<file path="config.mk">
export PLATFORM = sky130hd
export DESIGN_NAME = ysyx_ifu_bus_rsp_flat
export DESIGN_NICKNAME = d
export VERILOG_FILES = /design/src/rtl/ysyx_ifu_bus_rsp_if.sv /design/src/rtl/ysyx_ifu_bus_rsp.sv /design/src/flat_wrapper.sv
export SDC_FILE = /design/constraint.sdc
export NUM_CORES = 1
export LEC_CHECK = 0
export CELL_PAD_IN_SITES_DETAIL_PLACEMENT = 0
export CELL_PAD_IN_SITES_GLOBAL_PLACEMENT = 1
export CORE_MARGIN = 3
export CORE_UTILIZATION = 30
export DETAILED_ROUTE_END_ITERATION = 6
export PLACE_DENSITY = 0.84
export SKIP_LAST_GASP = 1
export SLEW_MARGIN = 25
export SYNTH_ARGS = -nofsm -noshare
export SYNTH_HDL_FRONTEND = slang
export SYNTH_SLANG_ARGS = --single-unit
</file>
<file path="constraint.sdc">
create_clock -name clock -period 3.9 [get_ports clock]
set_input_delay 0.39 -clock clock [delete_from_list [all_inputs] [get_ports clock]]
set_output_delay 0.39 -clock clock [all_outputs]
set_load 0.01 [all_outputs]
</file>
<file path="src/rtl/ysyx_ifu_bus_rsp_if.sv">
// Fetch-request and AXI4 read-channel signals between the L1I, ysyx_ifu_bus_rsp and the bus arbiter.
// slave: the responder's view. master: the view of the surrounding L1I and AXI fabric.
interface ysyx_ifu_bus_rsp_if #(
    parameter int XLEN = 32
);
    logic [XLEN-1:0] ifu_araddr;
    logic            ifu_arvalid;
    logic            ifu_lock;
    logic            ifu_ready;
    logic [XLEN-1:0] ifu_rdata;
    logic            ifu_rvalid;
    logic            ifu_rerr;
    logic            bus_busy;

    logic            m_arvalid;
    logic            m_arready;
    logic [31:0]     m_araddr;
    logic [7:0]      m_arlen;
    logic [2:0]      m_arsize;
    logic [1:0]      m_arburst;
    logic            m_rvalid;
    logic            m_rready;
    logic [31:0]     m_rdata;
    logic [1:0]      m_rresp;
    logic            m_rlast;

    modport slave (
        input  ifu_araddr, ifu_arvalid, ifu_lock,
        output ifu_ready, ifu_rdata, ifu_rvalid, ifu_rerr, bus_busy,
        output m_arvalid, m_araddr, m_arlen, m_arsize, m_arburst, m_rready,
        input  m_arready, m_rvalid, m_rdata, m_rresp, m_rlast
    );

    modport master (
        output ifu_araddr, ifu_arvalid, ifu_lock,
        input  ifu_ready, ifu_rdata, ifu_rvalid, ifu_rerr, bus_busy,
        input  m_arvalid, m_araddr, m_arlen, m_arsize, m_arburst, m_rready,
        output m_arready, m_rvalid, m_rdata, m_rresp, m_rlast
    );
endinterface

</file>
<file path="src/rtl/ysyx_ifu_bus_rsp.sv">
// IFU fetch responder: converts one L1I request into an AXI4 read and returns each beat as a pulse.
// Define YSYX_IFU_RSP_BURST_EN to turn requests in [BURST_BASE, BURST_LIMIT] into 2-beat bursts.
module ysyx_ifu_bus_rsp #(
    parameter int          XLEN        = 32,
    parameter logic [31:0] BURST_BASE  = 32'ha000_0000,
    parameter logic [31:0] BURST_LIMIT = 32'hc000_0000
) (
    input logic               clock,
    input logic               reset,
    ysyx_ifu_bus_rsp_if.slave bus
);

`ifdef YSYX_IFU_RSP_BURST_EN
    localparam bit BURST_EN = 1'b1;
`else
    localparam bit BURST_EN = 1'b0;
`endif

    typedef enum logic [1:0] {
        IDLE = 2'd0,
        AR   = 2'd1,
        R    = 2'd2,
        R2   = 2'd3
    } state_e;

    state_e            state_q, state_d;
    logic [31:0]       addr_q, addr_d;
    logic              burst_q, burst_d;
    logic [XLEN-1:0]   rdata_q, rdata_d;
    logic              rvalid_q, rvalid_d;
    logic              rerr_q, rerr_d;

    logic [31:0]       req_addr;
    logic              burst_sel;
    logic              ifu_ready_c;
    logic              m_arvalid_c;
    logic              m_rready_c;

    assign req_addr  = 32'(bus.ifu_araddr);
    assign burst_sel = BURST_EN && (req_addr >= BURST_BASE) && (req_addr <= BURST_LIMIT);

    always_ff @(posedge clock) begin
        if (reset) begin
            state_q  <= IDLE;
            rdata_q  <= '0;
            rvalid_q <= 1'b0;
            rerr_q   <= 1'b0;
        end else begin
            state_q  <= state_d;
            rdata_q  <= rdata_d;
            rvalid_q <= rvalid_d;
            rerr_q   <= rerr_d;
        end
    end

    // Request address and mode are only consumed after IDLE has loaded them.
    always_ff @(posedge clock) begin
        addr_q  <= addr_d;
        burst_q <= burst_d;
    end

    always_comb begin
        state_d     = state_q;
        addr_d      = addr_q;
        burst_d     = burst_q;
        rdata_d     = rdata_q;
        rvalid_d    = 1'b0;
        rerr_d      = 1'b0;
        ifu_ready_c = 1'b0;
        m_arvalid_c = 1'b0;
        m_rready_c  = 1'b0;

        case (state_q)
            IDLE: begin
                ifu_ready_c = 1'b1;
                if (bus.ifu_arvalid) begin
                    burst_d = burst_sel;
                    addr_d  = burst_sel ? {req_addr[31:3], 3'b000} : {req_addr[31:2], 2'b00};
                    state_d = AR;
                end
            end
            AR: begin
                m_arvalid_c = 1'b1;
                if (bus.m_arready) begin
                    state_d = R;
                end
            end
            R: begin
                m_rready_c = 1'b1;
                if (bus.m_rvalid) begin
                    rdata_d  = XLEN'(bus.m_rdata);
                    rvalid_d = 1'b1;
                    rerr_d   = |bus.m_rresp;
                    if (!burst_q) begin
                        state_d = IDLE;
                    end else if (bus.m_rlast) begin
                        // Slave ended a 2-beat burst early: flag it, the L1I refetches.
                        state_d = IDLE;
                        rerr_d  = 1'b1;
                    end else begin
                        state_d = R2;
                    end
                end
            end
            R2: begin
                m_rready_c = 1'b1;
                if (bus.m_rvalid) begin
                    rdata_d  = XLEN'(bus.m_rdata);
                    rvalid_d = 1'b1;
                    rerr_d   = |bus.m_rresp;
                    state_d  = IDLE;
                end
            end
            default: state_d = IDLE;
        endcase
    end

    assign bus.ifu_ready  = ifu_ready_c;
    assign bus.ifu_rdata  = rdata_q;
    assign bus.ifu_rvalid = rvalid_q;
    assign bus.ifu_rerr   = rerr_q;
    assign bus.bus_busy   = (state_q != IDLE) || bus.ifu_lock;

    assign bus.m_arvalid  = m_arvalid_c;
    assign bus.m_araddr   = addr_q;
    assign bus.m_arlen    = {7'd0, burst_q};
    assign bus.m_arsize   = 3'b010;
    assign bus.m_arburst  = 2'b01;
    assign bus.m_rready   = m_rready_c;

endmodule
</file>
<file path="src/flat_wrapper.sv">
// flat-port wrapper written by rule: the top's interface ports become plain ports
module ysyx_ifu_bus_rsp_flat 
#(
    parameter int          XLEN        = 32,
    parameter logic [31:0] BURST_BASE  = 32'ha000_0000,
    parameter logic [31:0] BURST_LIMIT = 32'hc000_0000
)
  (clock, reset, bus_ifu_araddr, bus_ifu_arvalid, bus_ifu_lock, bus_ifu_ready, bus_ifu_rdata, bus_ifu_rvalid, bus_ifu_rerr, bus_bus_busy, bus_m_arvalid, bus_m_araddr, bus_m_arlen, bus_m_arsize, bus_m_arburst, bus_m_rready, bus_m_arready, bus_m_rvalid, bus_m_rdata, bus_m_rresp, bus_m_rlast);
  ysyx_ifu_bus_rsp_if #(.XLEN(XLEN)) bus_i ();
  input logic clock;
  input logic reset;
  input wire logic [$bits(bus_i.ifu_araddr)-1:0] bus_ifu_araddr;
  input wire logic [$bits(bus_i.ifu_arvalid)-1:0] bus_ifu_arvalid;
  input wire logic [$bits(bus_i.ifu_lock)-1:0] bus_ifu_lock;
  output wire logic [$bits(bus_i.ifu_ready)-1:0] bus_ifu_ready;
  output wire logic [$bits(bus_i.ifu_rdata)-1:0] bus_ifu_rdata;
  output wire logic [$bits(bus_i.ifu_rvalid)-1:0] bus_ifu_rvalid;
  output wire logic [$bits(bus_i.ifu_rerr)-1:0] bus_ifu_rerr;
  output wire logic [$bits(bus_i.bus_busy)-1:0] bus_bus_busy;
  output wire logic [$bits(bus_i.m_arvalid)-1:0] bus_m_arvalid;
  output wire logic [$bits(bus_i.m_araddr)-1:0] bus_m_araddr;
  output wire logic [$bits(bus_i.m_arlen)-1:0] bus_m_arlen;
  output wire logic [$bits(bus_i.m_arsize)-1:0] bus_m_arsize;
  output wire logic [$bits(bus_i.m_arburst)-1:0] bus_m_arburst;
  output wire logic [$bits(bus_i.m_rready)-1:0] bus_m_rready;
  input wire logic [$bits(bus_i.m_arready)-1:0] bus_m_arready;
  input wire logic [$bits(bus_i.m_rvalid)-1:0] bus_m_rvalid;
  input wire logic [$bits(bus_i.m_rdata)-1:0] bus_m_rdata;
  input wire logic [$bits(bus_i.m_rresp)-1:0] bus_m_rresp;
  input wire logic [$bits(bus_i.m_rlast)-1:0] bus_m_rlast;
  assign bus_i.ifu_araddr = bus_ifu_araddr;
  assign bus_i.ifu_arvalid = bus_ifu_arvalid;
  assign bus_i.ifu_lock = bus_ifu_lock;
  assign bus_ifu_ready = bus_i.ifu_ready;
  assign bus_ifu_rdata = bus_i.ifu_rdata;
  assign bus_ifu_rvalid = bus_i.ifu_rvalid;
  assign bus_ifu_rerr = bus_i.ifu_rerr;
  assign bus_bus_busy = bus_i.bus_busy;
  assign bus_m_arvalid = bus_i.m_arvalid;
  assign bus_m_araddr = bus_i.m_araddr;
  assign bus_m_arlen = bus_i.m_arlen;
  assign bus_m_arsize = bus_i.m_arsize;
  assign bus_m_arburst = bus_i.m_arburst;
  assign bus_m_rready = bus_i.m_rready;
  assign bus_i.m_arready = bus_m_arready;
  assign bus_i.m_rvalid = bus_m_rvalid;
  assign bus_i.m_rdata = bus_m_rdata;
  assign bus_i.m_rresp = bus_m_rresp;
  assign bus_i.m_rlast = bus_m_rlast;
  ysyx_ifu_bus_rsp #(.XLEN(XLEN), .BURST_BASE(BURST_BASE), .BURST_LIMIT(BURST_LIMIT)) u_core (.clock(clock), .reset(reset), .bus(bus_i));
endmodule
</file>
# Word-level counts from Yosys, hierarchy flattened
# Cells that the tools add are included.
dict set report totals {
  register_bits 66
  inputBits 73
  out_inout_bits 83
  word_cells 32
}
dict set report classes {
  eq_ne 7
  muxes 8
  n_bitwise 2
  reduce_logical 10
}
# operator count
set op_table {}
lappend op_table {{inequality test 2 bit (second input constant)} 4}
lappend op_table {{two-way mux 2 bit} 3}
lappend op_table {{case mux 2 bit (3 select lines)} 1}
lappend op_table {{OR reduction 2 bit} 3}
lappend op_table {{== test 2 bit (second input constant)} 2}
lappend op_table {{two-way mux 1 bit} 4}
lappend op_table {{AND reduction 2 bit} 2}
lappend op_table {{AND reduction 4 bit} 1}
lappend op_table {{OR reduction 3 bit} 1}
lappend op_table {{== test 2 x 1 -> 1 bit (second input constant)} 1}
lappend op_table {{logical NOT 2 bit} 1}
lappend op_table {{inverter 1 bit} 2}
lappend op_table {{nonzero test 2 bit} 1}
lappend op_table {{logical OR 1 bit} 1}

# Longest topological paths before layout
# Gate-level depths: netlist of the first run.
dict set report logic_depth {
  depth_word 4
  ltp_mapped 4
  ltp_nobuf 2
}

# Least setup slack after synthesis of the first run
# No wires, ideal clock.
dict set report synth_timing {
  kind {flip-flop to flip-flop}
  startpoint {register u_core.state_q[1]}
  endpoint {register u_core.addr_q[10] (netlist: u_core.bus.m_araddr[10]), enable pin}
  setup_ps 390
  arrival_time_ps 1548
  t_required_ps 3510
  setup_slack_ps 1962
  path_stages_with_launch 5
  n_path_buf 2
  synth_period_minus_slack_ps 1938
  path_cell_list {dfxtp_1 > buf_6 > buf_6 > nor2_1 > and2_1}
}
dict set report synth_via {
  elab_chain_len 2
}
# element line_no
set synth_rtl {}
lappend synth_rtl {{from (decl)} ysyx_ifu_bus_rsp.sv:26} ;# state_e state_q, state_d;
lappend synth_rtl {{from (signal assigned)} ysyx_ifu_bus_rsp.sv:49} ;# state_q <= state_d;
lappend synth_rtl {{logical NOT 2 bit} ysyx_ifu_bus_rsp.sv:73} ;# case (state_q)
lappend synth_rtl {{AND reduction 2 bit (no source line)} n/a}
lappend synth_rtl {{to (signal assigned)} ysyx_ifu_bus_rsp.sv:58} ;# addr_q <= addr_d;
lappend synth_rtl {{to (decl)} ysyx_ifu_bus_rsp.sv:27} ;# logic [31:0] addr_q, addr_d;
# Every way passes these cells.
# A chain may end at the register's enable or synchronous reset.

# Worst setup path after layout of the first run
dict set report layout_timing {
  startpoint {register u_core.state_q[1]}
  endpoint {output port bus_bus_busy}
}
dict set report layout_via {
  elab_chain_len 2
}
# element line_no
set layout_rtl {}
lappend layout_rtl {{nonzero test 2 bit} ysyx_ifu_bus_rsp.sv:122} ;# assign bus.bus_busy = (state_q != IDLE) || bus.ifu_lock;
lappend layout_rtl {{logical OR 1 bit} ysyx_ifu_bus_rsp.sv:122}
lappend layout_rtl {{to (decl)} flat_wrapper.sv:19} ;# output wire logic [$bits(bus_i.bus_busy)-1:0] bus_bus_busy;
# Every way passes these cells.

==> results of run 1 <==
[registers in the layout (all words and copies together) (netlist names)]
register,flops
u_core.bus.m_araddr,30
u_core.state_q,2
u_core.bus.ifu_rerr,1
u_core.bus.ifu_rvalid,1
u_core.bus.ifu_rdata,32
[worst paths after layout]
path,cells past startpoint,startpoint,slack [ns],to
hold reg to reg,2,u_core.state_q[0]$_SDFFE_PP0P_,0.57,u_core.state_q[1]$_SDFFE_PP0P_
hold / removal,2,u_core.state_q[0]$_SDFFE_PP0P_,0.57,u_core.state_q[1]$_SDFFE_PP0P_
setup / recovery,2,u_core.state_q[1]$_SDFFE_PP0P_,1.74,bus_bus_busy
setup reg to reg,3,u_core.state_q[1]$_SDFFE_PP0P_,2.30,u_core.bus.ifu_rerr$_SDFF_PP0_
[per-layer routing]
| metal | share of wire [%] | global-route usage [%] | vias up |
|---|---|---|---|
| met5 | 0 | 0 | - |
| met4 | 1.1 | 5.36 | 0 |
| met3 | 10 | 4.35 | 8 |
| met2 | 43 | 19.3 | 113 |
| met1 | 46 | 17.2 | 965 |
| li1 | - | - | 994 |
[through the flow]
step	power [mW]	util (%)	area, um^2	instances	worst slack (ns)
CTS	1.70	50.1	4180	453	1.69
global route	1.75	50.1	4180	453	1.62
detailed placement	1.00	47.2	3940	437	1.95
finish	1.67	50.1	4180	453	1.74
floorplan	0.877	-	2660	227	1.96
global placement	0.998	47.2	3940	437	1.95
[power by group]
part	internal [mW]	switching (mW)	leakage [nW]
clock	0.425	0.264	0.121
combinational	0.126	0.0842	0.791
sequential	0.759	0.0155	0.578
[cell usage in the layout (no fill, tap or decap)]
| cell type | netlist | routed |
|---|---|---|
| nand2_1 | 1 | 1 |
| nand2b_1 | 1 | 1 |
| and2_1 | 2 | 2 |
| clkinv_2 | 0 | 1 |
| bufinv_16 | 0 | 3 |
| edfxtp_1 | 30 | 30 |
| dfxtp_2 | 0 | 1 |
| nor2b_1 | 1 | 1 |
| a21bo_1 | 32 | 32 |
| dfxtp_1 | 36 | 35 |
| nor3_1 | 1 | 1 |
| inv_6 | 0 | 1 |
| clkbuf_8 | 0 | 9 |
| a21oi_1 | 33 | 33 |
| nor2_1 | 4 | 4 |
| nand3b_1 | 1 | 1 |
| or3_1 | 1 | 1 |
| conb_1 | 2 | 15 |
| clkinv_4 | 0 | 1 |
| nand4bb_1 | 1 | 1 |
| buf_4 | 18 | 4 |
| clkinv_1 | 0 | 1 |
| o41ai_2 | 1 | 1 |
| clkdlybuf4s50_1 | 0 | 136 |
| nand3_1 | 32 | 32 |
[critical path, cell delays in order (launching register included)]
cell and delay [ns]:
dfxtp_2 0.72, or3_1 0.20, clkdlybuf4s50_1 0.53
[cells by family after synthesis]
kind of cell    count (synthesis)  synth area share, %
compound gates                 66                 19.2
flops                          66                 62.1
simple gates                   45                 8.96
buf+inv                        35                 9.44
other cells                     2                0.288
[layout make-up]
cell class,count,area [um^2],area share [%]
flip-flops and latches,66,1620,38.8
repair buffers,140,1390,33.3
multi-input cells,126,792,19.0
well taps,105,131,3.14
clock buffers,9,124,2.96
clock inverters,7,116,2.79
==> flow_metrics.py, run 1 <==
metrics = {
    "detailed_routing": {
        "via_count": 2080,
        "antenna_left": 0,
        "initialDrtViolationCount": 69,
        "dr.pass1.iters": 4,
        "vias_per_cell": 4.59,
        "drc": 0,
        "wirelength_um": 6580,
        "wl_per_cell_um": 14.5,
    },
    "place": {
        "place.gp.congestion": 0.735,
        "portBuffers": 137,
        "dp_hpwl_um": 4530,
    },
    "logic_synthesis": {
        "yosys_warnings": 0,
        "yosys_register_bits": 66,
        "synth_enable_flop_cells": 30,
        "syn-cell-area_um2": 2610,
        "netlist.area_leader.share_pct": 34.5,
        "synth_cell_types": 21,
        "ys_seq_area_share_pct": 62.1,
        "syn_inst": 214,
        "synth.most_common_cell": "dfxtp_1",
        "synth-main-ff-cell": "dfxtp_1",
        "synth_async_sr_flop_share_pct": 0,
        "yosysTopAreaCell": "edfxtp_1",
        "synth_area_per_cell_um2": 12.2,
        "synth_area_leaders": "edfxtp_1 (34%), dfxtp_1 (28%), a21bo_1 (12%), a21oi_1 (6.3%), nand3_1 (6.1%)",
        "netlist_top_cells_count": "dfxtp_1 (36), a21oi_1 (33), a21bo_1 (32), nand3_1 (32), edfxtp_1 (30)",
    },
    "cts": {
        "cts_root_buf": "clkbuf_8",
        "holdBufCountCts": 0,
        "cts_tree": "built",
        "cts_buffer_depth": 2,
        "cts_setup_buffers": 0,
        "cts_inserted_buffers": 9,
        "worstSkewPairLatency_ns": 0.33,
        "htree_num_levels": 3,
        "clock_sinks": 66,
        "ctsResizeCount": 0,
        "clk_pin_slew_ns": 0.07,
    },
    "sta": {
        "hold_viol": 0,
        "fmax_mhz": 462,
        "fin_hold_ws_ns": 0.571,
        "finalCritPeriodShare_pct": 55.5,
        "fin_crit_ns": 2.16,
        "setup_viol": 0,
        "fin_skew_ns": 0.00672,
        "worstMarginPinSlew_ns": 0.665,
        "rsz0062_at_grt": "false",
        "final_max_slew_viol_count": 0,
        "timing.slew.headroom_pct": 55.7,
        "setup_tns_ns": 0,
    },
    "final_layout": {
        "drive_gt1_share_pct": 6.03,
        "antenna_cells": 0,
        "syn_to_final_growth_pct": 60.0,
        "fillers": 759,
        "final_nets": 416,
    },
    "floorplanning": {
        "pin_count": 156,
        "placeableCoreArea_um2": 8340,
        "die_area_um2": 9860,
        "start_util_pct": 31.3,
        "die_y_um": 99.3,
        "die_x_um": 99.3,
        "row_count": 33,
    },
    "critical_path": {
        "critPathCaptureType": "output port",
        "critPathKind": "reg2out",
        "cp.required_ns": 3.51,
        "start_kind": "flop",
        "worst_ep_arrival_time_ns": 1.77,
        "critPathMaxFanout": 35,
    },
    "global_routing": {
        "overflow": 0,
        "grt_pass1_vias": 1918,
        "grt_pass1_wl_um": 10000,
        "grt_use_total_pct": 12.9,
        "grt_antenna_before_repair": 0,
        "grt_max_degree": 68,
    },
    "status": {
        "status": "complete, no violations",
    },
    "power_and_ir_drop": {
        "p_leak_nw": 1.49,
        "p_per_area_nw_per_um2": 401,
        "vdd.ir_drop.worst_uv": 200,
    },
    "job": {
        "max_cap_violations": 0,
    },
    "hold_path": {
        "hp-class": "reg2reg",
    },
}
No activity file was read; power rests on OpenSTA's default activity.
==> run 2: changes to the inputs <==
--- a/config.mk
+++ b/config.mk
@@ -8,9 +8,9 @@
 export CELL_PAD_IN_SITES_DETAIL_PLACEMENT = 0
 export CELL_PAD_IN_SITES_GLOBAL_PLACEMENT = 1
 export CORE_MARGIN = 3
-export CORE_UTILIZATION = 30
+export CORE_UTILIZATION = 27
 export DETAILED_ROUTE_END_ITERATION = 6
-export PLACE_DENSITY = 0.84
+export PLACE_DENSITY = 0.77
 export SKIP_LAST_GASP = 1
 export SLEW_MARGIN = 25
 export SYNTH_ARGS = -nofsm -noshare
==> constraint.sdc (replaced) <==
create_clock -name clock -period 2.26 [get_ports clock]
set_input_delay 0.226 -clock clock [delete_from_list [all_inputs] [get_ports clock]]
set_output_delay 0.226 -clock clock [all_outputs]
set_load 0.01 [all_outputs]
==> flow_metrics.py, run 2 (synthesis gave the netlist of run 1 again) <==
metrics = {
    "sta": {
        "fmax_mhz": 555,
        "rsz0062_at_grt": "false",
        "fin_crit_ns": 1.80,
        "setup_viol": 0,
        "fin_skew_ns": 0.0106,
        "fin_hold_ws_ns": 0.358,
        "final_max_slew_viol_count": 0,
        "hold_viol": 0,
        "setup_tns_ns": 0,
        "finalCritPeriodShare_pct": 79.7,
    },
    "status": {
        "status": "complete, no violations",
    },
    "cts": {
        "cts_root_buf": "clkbuf_8",
        "clock_sinks": 66,
        "htree_num_levels": 3,
        "cts_setup_buffers": 0,
        "clk_pin_slew_ns": 0.07,
        "cts_buffer_depth": 2,
        "cts_tree": "built",
        "worstSkewPairLatency_ns": 0.34,
        "cts_inserted_buffers": 9,
        "ctsResizeCount": 0,
        "holdBufCountCts": 0,
    },
    "critical_path": {
        "cp.required_ns": 2.03,
        "critPathSlowestCell": "clkdlybuf4s50_1",
        "critPathKind": "reg2out",
        "worst_ep_arrival_time_ns": 1.57,
        "crit_chain": "or3_1 > clkdlybuf4s50_1",
        "critPathCaptureType": "output port",
        "critPathMaxFanout": 12,
        "slowest_delay_ns": 0.48,
        "start_kind": "flop",
    },
    "place": {
        "place.gp.congestion": 0.671,
        "portBuffers": 137,
        "dp_hpwl_um": 4730,
    },
    "detailed_routing": {
        "antenna_left": 0,
        "wl_per_cell_um": 13.8,
        "drc": 0,
        "initialDrtViolationCount": 134,
        "via_count": 2036,
        "dr.pass1.iters": 4,
        "vias_per_cell": 4.23,
        "wirelength_um": 6650,
    },
    "final_layout": {
        "final_cell_mix": "clkdlybuf4s50_1 (136), dfxtp_1 (35), a21oi_1 (33), nand3_1 (32), a21bo_1 (32)",
        "final_common_cell": "clkdlybuf4s50_1",
        "drive_gt1_share_pct": 7.39,
        "largest_reg_flops": 32,
        "final_nets": 420,
        "final_util_pct": 45.4,
        "syn_to_final_growth_pct": 62.0,
        "fillers": 855,
        "antenna_cells": 0,
    },
    "floorplanning": {
        "placeableCoreArea_um2": 9330,
        "die_y_um": 104,
        "row_count": 35,
        "die_area_um2": 10900,
        "start_util_pct": 28.0,
        "die_x_um": 104,
        "pin_count": 156,
    },
    "global_routing": {
        "grt_antenna_before_repair": 0,
        "overflow": 0,
        "grt_pass1_vias": 1937,
        "grt_max_degree": 42,
        "grt_pass1_wl_um": 10100,
        "grt_use_total_pct": 11.8,
    },
    "power_and_ir_drop": {
        "p_leak_nw": 1.50,
        "vdd.ir_drop.worst_uv": 319,
        "p_per_area_nw_per_um2": 658,
    },
    "hold_path": {
        "hp-class": "in2reg",
    },
    "job": {
        "max_cap_violations": 0,
    },
}
-- run 2: cell types whose count changed in the layout (fill, tap and decap cells not counted), sizes merged --
cell	previous run	this run
buf	4	8
bufinv	3	1
clkbuf	9	11
clkinvlp	0	1
inv	1	0
-- run 2: worst paths after layout --
kind / startpoint / to / slack, ns / cells after the start
setup / recovery: u_core.state_q[1]$_SDFFE_PP0P_ / bus_bus_busy / 0.46 / 2
setup reg to reg: u_core.state_q[1]$_SDFFE_PP0P_ / u_core.bus.m_araddr[4]$_DFFE_PP_ / 0.92 / 3
hold / removal: bus_m_rvalid / u_core.bus.ifu_rdata[21]$_SDFFE_PP0P_ / 0.36 / 3
hold reg to reg: u_core.state_q[1]$_SDFFE_PP0P_ / u_core.state_q[1]$_SDFFE_PP0P_ / 0.55 / 2
-- run 2: final cells by class --
class	instances	area, um^2	area share [%]
clock buffers	11	163	3.85
repair buffers	144	1430	33.8
well taps	129	161	3.82
flip-flops and latches	66	1620	38.4
multi-input cells	126	792	18.7
clock inverters	5	60.1	1.42
-- run 2: stage by stage --
| stage | instances | cell area (um^2) | power [mW] | worst slack (ns) |
|---|---|---|---|---|
| after floorplan | 227 | 2660 | 1.51 | 0.322 |
| after global placement | 465 | 4010 | 1.73 | 0.624 |
| after detailed placement | 465 | 4010 | 1.74 | 0.630 |
| after CTS | 481 | 4230 | 2.83 | 0.414 |
| after global routing | 481 | 4230 | 2.91 | 0.390 |
| final | 481 | 4230 | 2.78 | 0.460 |
-- run 2: worst max-delay path: cells and delay by family (launching register included) --
family,cells,cell delay (ns)
flops,1,0.38
buf+inv,1,0.48
simple gates,1,0.38
-- run 2: power breakdown --
| part | internal (mW) | leakage, nW | switching, mW | total [mW] |
|---|---|---|---|---|
| Clock | 0.609 | 0.111 | 0.468 | 1.08 |
| Combinational | 0.224 | 0.814 | 0.153 | 0.377 |
| Sequential | 1.31 | 0.578 | 0.0201 | 1.33 |
| Total | 2.14 | 1.50 | 0.641 | 2.78 |
-- run 2: layer usage --
layer | part of all wire [%] | vias up | track usage [%]
li1 | - | 996 | -
met1 | 48 | 920 | 15.5
met2 | 41 | 115 | 16.8
met3 | 10 | 5 | 5.52
met4 | 0.81 | 0 | 4.27
met5 | 0 | - | 0
